`config.mk`:
```
export PLATFORM = sky130hd
export DESIGN_NAME = tcam_rule_upd_ctrl
export DESIGN_NICKNAME = d
export VERILOG_FILES = /design/src/rtl/tcam_pkg.sv /design/src/rtl/tcam_rd_arb.sv /design/src/rtl/tcam_rule_upd_ctrl.sv
export SDC_FILE = /design/constraint.sdc
export NUM_CORES = 1
export LEC_CHECK = 0
export ABC_CLOCK_PERIOD_IN_PS = 3200
export BUFFER_PORTS_ARGS = -buffer_cell sky130_fd_sc_hd__clkbuf_2
export CORE_ASPECT_RATIO = 1.5
export CORE_MARGIN = 1
export CORE_UTILIZATION = 35
export DETAILED_ROUTE_END_ITERATION = 8
export GPL_ROUTABILITY_DRIVEN = 0
export MAX_ROUTING_LAYER = met4
export PLACE_DENSITY = 0.67
export SLEW_MARGIN = 20
export SYNTH_ARGS = -nofsm -noshare
export SYNTH_HDL_FRONTEND = slang
export SYNTH_SLANG_ARGS = --single-unit
export TNS_END_PERCENT = 5
```
`constraint.sdc`:
```
create_clock -name clk -period 3.2 [get_ports clk]
set_input_delay 0 -clock clk [delete_from_list [all_inputs] [get_ports clk]]
set_output_delay 0 -clock clk [all_outputs]
set_load 0.02 [all_outputs]
```
`src/rtl/tcam_pkg.sv`:
```
// Shared definitions for the TCAM rule update controller:
// sequencer state encoding and the per-address rule match function.
package tcam_pkg;

  typedef enum logic [2:0] {
    ST_IDLE  = 3'd0,
    ST_RD    = 3'd1,
    ST_WR    = 3'd2,
    ST_DONE  = 3'd3,
    ST_FLUSH = 3'd4
  } upd_state_e;

  // Operand width for the match function; callers zero-extend narrower chunks.
  localparam int unsigned MATCH_W = 32;

  // A rule covers an address when every cared-for bit of the address equals the rule value.
  function automatic logic rule_match(input logic [MATCH_W-1:0] addr,
                                      input logic [MATCH_W-1:0] val,
                                      input logic [MATCH_W-1:0] mask);
    return (((addr ^ val) & mask) == {MATCH_W{1'b0}});
  endfunction

endpackage

```
`src/rtl/tcam_rd_arb.sv`:
```
// Read-port arbiter for one TCAM slice: external lookups always win the RAM
// read address; the update sequencer is granted only when no lookup is present.
module tcam_rd_arb
  import tcam_pkg::*;
#(
  parameter int AWID = 2
) (
  input  logic            clk,
  input  logic            rst,
  input  logic            upd_rd_req,
  input  logic [AWID-1:0] upd_addr,
  input  logic            lk_valid,
  input  logic [AWID-1:0] lk_key,
  output logic [AWID-1:0] ram_ra,
  output logic            upd_rd_gnt,
  output logic            lk_rvalid
);

  logic lk_rvalid_q;
  logic lk_rvalid_d;

  // Grant the read port to the sequencer only in a lookup-free cycle.
  always_comb begin
    upd_rd_gnt  = upd_rd_req & ~lk_valid;
    lk_rvalid_d = lk_valid;
    if (upd_rd_gnt) begin
      ram_ra = upd_addr;
    end else begin
      ram_ra = lk_key;
    end
  end

  // Lookup data returns one cycle after the address, so delay the valid to match.
  always_ff @(posedge clk or posedge rst) begin
    if (rst) begin
      lk_rvalid_q <= 1'b0;
    end else begin
      lk_rvalid_q <= lk_rvalid_d;
    end
  end

  assign lk_rvalid = lk_rvalid_q;

endmodule

```
`src/rtl/tcam_rule_upd_ctrl.sv`:
```
// Read-modify-write sequencer that installs or deletes one ternary rule in a
// RAM-based TCAM slice. Each address is read, the rule's bit is replaced by
// the match result for that address, and the word is written back.
// Optional feature: define TCAM_UPD_FLUSH_EN to add a flush command that
// zeroes the whole slice without reading it.
module tcam_rule_upd_ctrl
  import tcam_pkg::*;
#(
  parameter int WID  = 4,
  parameter int RIW  = 2,
  parameter int AWID = 2,
  parameter int DEP  = 1 << AWID
) (
  input  logic            clk,
  input  logic            rst,
  input  logic            req_valid,
  output logic            req_ready,
  input  logic [RIW-1:0]  req_rule,
  input  logic [AWID-1:0] req_val,
  input  logic [AWID-1:0] req_mask,
  input  logic            req_del,
  input  logic            req_flush,
  output logic            upd_done,
  input  logic            lk_valid,
  input  logic [AWID-1:0] lk_key,
  output logic            lk_rvalid,
  output logic [WID-1:0]  lk_rdo,
  output logic [AWID-1:0] ram_ra,
  input  logic [WID-1:0]  ram_rdo,
  output logic [AWID-1:0] ram_wa,
  output logic [WID-1:0]  ram_wdi,
  output logic            ram_we
);

  upd_state_e      state_q, state_d;
  logic [AWID-1:0] addr_q, addr_d;
  logic [RIW-1:0]  rule_q, rule_d;
  logic [AWID-1:0] val_q, val_d;
  logic [AWID-1:0] mask_q, mask_d;
  logic            del_q, del_d;
  logic            upd_rd_gnt;
  logic            addr_last;
  logic            m_bit;

`ifndef TCAM_UPD_FLUSH_EN
  // The flush command has no effect in this build.
  logic unused_flush;
  assign unused_flush = req_flush;
`endif

  tcam_rd_arb #(
    .AWID (AWID)
  ) u_rd_arb (
    .clk        (clk),
    .rst        (rst),
    .upd_rd_req (state_q == ST_RD),
    .upd_addr   (addr_q),
    .lk_valid   (lk_valid),
    .lk_key     (lk_key),
    .ram_ra     (ram_ra),
    .upd_rd_gnt (upd_rd_gnt),
    .lk_rvalid  (lk_rvalid)
  );

  assign lk_rdo    = ram_rdo;
  assign addr_last = (addr_q == AWID'(DEP - 1));
  assign m_bit     = ~del_q & rule_match(32'(addr_q), 32'(val_q), 32'(mask_q));

  // State and latched request registers.
  always_ff @(posedge clk or posedge rst) begin
    if (rst) begin
      state_q <= ST_IDLE;
      addr_q  <= '0;
      rule_q  <= '0;
      val_q   <= '0;
      mask_q  <= '0;
      del_q   <= 1'b0;
    end else begin
      state_q <= state_d;
      addr_q  <= addr_d;
      rule_q  <= rule_d;
      val_q   <= val_d;
      mask_q  <= mask_d;
      del_q   <= del_d;
    end
  end

  // Next-state and address sequencing; request fields are captured only in IDLE.
  always_comb begin
    state_d = state_q;
    addr_d  = addr_q;
    rule_d  = rule_q;
    val_d   = val_q;
    mask_d  = mask_q;
    del_d   = del_q;
    case (state_q)
      ST_IDLE: begin
        if (req_valid) begin
          rule_d = req_rule;
          val_d  = req_val;
          mask_d = req_mask;
          del_d  = req_del;
          addr_d = '0;
`ifdef TCAM_UPD_FLUSH_EN
          if (req_flush) begin
            state_d = ST_FLUSH;
          end else begin
            state_d = ST_RD;
          end
`else
          state_d = ST_RD;
`endif
        end else begin
          state_d = ST_IDLE;
        end
      end
      ST_RD: begin
        // A lookup in this cycle takes the read port; retry next cycle.
        if (upd_rd_gnt) begin
          state_d = ST_WR;
        end else begin
          state_d = ST_RD;
        end
      end
      ST_WR: begin
        if (addr_last) begin
          state_d = ST_DONE;
        end else begin
          addr_d  = addr_q + AWID'(1);
          state_d = ST_RD;
        end
      end
`ifdef TCAM_UPD_FLUSH_EN
      ST_FLUSH: begin
        if (addr_last) begin
          state_d = ST_DONE;
        end else begin
          addr_d  = addr_q + AWID'(1);
          state_d = ST_FLUSH;
        end
      end
`endif
      ST_DONE: begin
        state_d = ST_IDLE;
      end
      default: begin
        state_d = ST_IDLE;
      end
    endcase
  end

  // Outputs decoded from the current state; the write word is the read word
  // with only the selected rule bit replaced (an out-of-range rule changes nothing).
  always_comb begin
    req_ready = 1'b0;
    upd_done  = 1'b0;
    ram_we    = 1'b0;
    ram_wa    = addr_q;
    ram_wdi   = ram_rdo;
    case (state_q)
      ST_IDLE: begin
        req_ready = 1'b1;
      end
      ST_WR: begin
        ram_we = 1'b1;
        for (int i = 0; i < WID; i++) begin
          if (rule_q == RIW'(i)) begin
            ram_wdi[i] = m_bit;
          end else begin
            ram_wdi[i] = ram_rdo[i];
          end
        end
      end
`ifdef TCAM_UPD_FLUSH_EN
      ST_FLUSH: begin
        ram_we  = 1'b1;
        ram_wdi = '0;
      end
`endif
      ST_DONE: begin
        upd_done = 1'b1;
      end
      default: begin
        req_ready = 1'b0;
      end
    endcase
  end

endmodule
```
==> impl_summary.log <==
INFO  metric fin_tns_setup = 0 ns
INFO  metric synthCells = 55
INFO  metric grt_util_all_layers = 14.8%
INFO  metric synthesis.area = 682 µm²
INFO  metric yosys.area_share.simple = 14.7%
INFO  metric cp_data_arrival_time = 1.80 ns
INFO  metric h-tree-depth = 1
INFO  metric tightest_slew = 0.485 ns
INFO  metric detailedPlacementHpwl = 983 µm
INFO  metric final_min_period = 1.80 ns
INFO  metric maxSlewHeadroom = 67.7%
INFO  metric design.core.area = 1830 µm²
INFO  metric global_route_wire_length_before_repair = 2190 µm
INFO  metric worstSkewPairLatency = 0.27 ns
INFO  metric drc = 0
INFO  metric fp.dieArea = 2130 µm²
INFO  metric yosys.cell_types.count = 25
INFO  metric top_cell_family_by_delay_on_the_critical_path = simple AND/OR/NAND/NOR gates
INFO  metric cts_root_buffer = clkbuf_4
INFO  metric min_period_over_period = 56.2%
INFO  metric mappedNetlistNets = 74
INFO  metric rsz0062_at_grt = false
INFO  metric cts_buffers = 3
INFO  metric cts.sink_count = 12
INFO  metric yosys.area_share.adder = 1.83%
INFO  metric critPathMaxFanout = 8
INFO  metric place_worst_setup_slack = 1.66 ns
INFO  metric timing.final.max_slew_violations = 0
INFO  metric initial_core_util = 37.3%
INFO  metric yosys_warnings = 0
INFO  metric drt-vias-per-instance = 4.89
INFO  metric ctsResizeCount = 0
INFO  metric boundaryPins = 34
INFO  metric leakagePower = 0.465 nW
INFO  metric antenna_violations_before_repair = 0
INFO  metric holdCritPathClass = input pin to flop
INFO  metric vias = 557
INFO  metric floorplan.rows = 19
INFO  metric muxShareOfSynthArea = 23.7%
INFO  metric final_layout_size_suffix_gt1_share = 52.7%
INFO  metric finalHoldViolations = 0
INFO  metric worst-path-buf-inv = 1
INFO  metric post-synth-top-area-cell = dfrtp_1
INFO  metric wl_per_cell = 11.5 µm
INFO  metric cp_cell_sequence = nor2b_1 > nand3b_1 > mux2_1 > clkbuf_2
INFO  metric tritoncts = built
INFO  metric fmaxAchievable = 556 MHz
INFO  metric clk_path_buf_depth = 2
INFO  metric antenna-diode-count = 0
INFO  metric final_cell_area = 938 µm²
INFO  metric final_net_count = 113
INFO  metric end_kind = output port
INFO  metric slowest_delay = 0.50 ns
INFO  metric grt_start_max_net_pins = 13
INFO  metric critPathLaunchType = flop
INFO  metric finalSetupViolCount = 0
INFO  metric clk_transition_reported_paths = 0.08 ns
INFO  metric grt.overflow.total = 0
INFO  metric drtIter0Drc = 5
INFO  metric maxCapViolations = 0
INFO  metric power.ir.vdd_worst = 0.399 mV
INFO  metric synth_xor_xnor_area_share = 2.57%
INFO  metric outcome = complete, no violations
INFO  metric detail_route.first_pass.iterations = 4
INFO  metric synthDominantCellAreaShare = 44.0%
INFO  metric placed_cell_areas = 812 µm²
INFO  metric fin_worst_skew = 0.000644 ns
INFO  metric crit_slowest_cell = dfrtp_1
INFO  metric synth-compound-area-share = 4.40%
INFO  metric ys_top_cells_by_area = dfrtp_1 44%, mux2_2 15%, buf_4 6.6%
INFO  metric layout.filler_cells = 180
INFO  metric critical_path_class = flop to output port
INFO  metric floorplan.die.height = 56.1 µm
INFO  metric synth_top_family_by_area = multiplexers
INFO  metric chipWidth = 38.0 µm
INFO  metric setup_ws = 1.40 ns
INFO  metric area_growth_syn_to_layout = 37.6%
INFO  metric critical_path_required = 3.20 ns
INFO  metric port-buffer-count = 32
INFO  metric first_global_vias = 530
INFO  metric postSynthRegisterBits = 12
INFO  metric post_synth.cell_area_avg = 12.4 µm²
INFO  metric power_density = 784 nW/µm²
INFO  metric number_of_nets_still_failing_antenna_checks_after_routing = 0
INFO  metric synth_seq_area_share = 44.0%
INFO  metric routed_wl = 1310 µm
## flip-flops by register name (all words and copies together) (netlist names)
name                cells
rule_q                  2
u_rd_arb.lk_rvalid      1
mask_q                  2
state_q                 2
ram_wa                  2
val_q                   2
del_q                   1
## power by group
group	total [W]	internal (W)	switching [W]	leakage (nW)
Clock	0.000120	0.0000691	0.0000505	0.0210
Sequential	0.000297	0.000220	0.0000764	0.144
Combinational	0.000320	0.000166	0.000154	0.300
Total	0.000736	0.000455	0.000281	0.465
## final cells by class
class	instances	area (µm²)	share of cell area, %
sequential	12	300	32.0
clock buffer	4	36.3	3.87
tap	21	26.3	2.80
multi-input combinational	35	322	34.3
timing repair buffer	41	250	26.7
inverter	1	3.75	0.400
## cell families after synthesis
logic type,Yosys count
compound gates,4
simple gates,14
xor+xnor,2
fa+ha+maj,1
flops,12
mux,14
buf+inv,8
## stage by stage
step	util, %	power [W]	std cells	hold WS (ns)
finish	51.3	0.000736	114	0.0154
detailed placement	44.4	0.000619	101	0.0114
floorplan	-	0.000547	55	-0.135
global placement	44.4	0.000607	101	0.00886
global route	51.3	0.000790	114	0.0523
CTS	51.3	0.000749	114	0.00688
## Yosys cell counts
cell,count
a21o_1,1
a21oi_1,1
a221oi_1,1
a22o_1,1
and2_1,1
buf_4,6
buf_6,1
dfrtp_1,12
ha_1,1
inv_1,1
mux2_1,4
mux2_2,9
mux2_4,1
nand2_1,1
nand2b_1,1
nand3_1,1
nand3b_1,2
nor2_1,2
nor2_2,1
nor2b_1,1
nor3_1,1
nor3b_1,1
nor3b_2,1
nor3b_4,1
xor2_1,2
## layer usage
metal	vias up	part of all wire, %	track usage, %
li1	265	-	-
met4	0	1.1	6.12
met3	2	5.8	1.20
met2	33	56	26.6
met5	-	0	-
met1	257	37	15.4
## what timing repair did
item,in CTS,in global routing
endpoints found under the hold margin,21,0
buffers inserted,0,0
hold buffers,9,0
## worst register-to-register path: cells and delay by family, from the launching register on
family	cells	cell delay (ns)
multiplexers	1	0.27
adder cells (fa/ha/maj)	1	0.24
AND/OR/NAND/NOR	2	0.44
flip-flops	1	0.45
## cell usage in the layout (no fill, tap or decap)
| cell type | instances |
|---|---|
| nand2_1 | 1 |
| and2_1 | 1 |
| nand3_1 | 1 |
| clkbuf_4 | 3 |
| clkbuf_2 | 32 |
| dfrtp_1 | 12 |
| mux2_4 | 1 |
| nor2_1 | 2 |
| inv_1 | 1 |
| a21oi_1 | 1 |
| nor2_2 | 1 |
| a22o_1 | 1 |
| a21o_1 | 1 |
| nand3b_1 | 2 |
| mux2_1 | 4 |
| nor2b_1 | 1 |
| nor3_1 | 1 |
| xor2_1 | 2 |
| dlygate4sd3_1 | 9 |
| nor3b_1 | 1 |
| mux2_2 | 9 |
| a221oi_1 | 1 |
| nand2b_1 | 1 |
| ha_1 | 1 |
| clkbuf_8 | 1 |
| nor3b_4 | 1 |
| nor3b_2 | 1 |
## worst paths after layout
kind                            start  slack, ns  cells after the start            endpoint
max                        state_q[1]       1.40                      4          ram_wdi[1]
min                         req_valid       0.02                      3          state_q[0]
max reg2reg                 ram_wa[0]       1.69                      4           ram_wa[0]
min reg2reg                     del_q       0.52                      1               del_q
max in group asynchronous         rst       2.62                      3  u_rd_arb.lk_rvalid
min in group asynchronous         rst       0.27                      3           mask_q[0]
(Power assumes the default switching activity.)
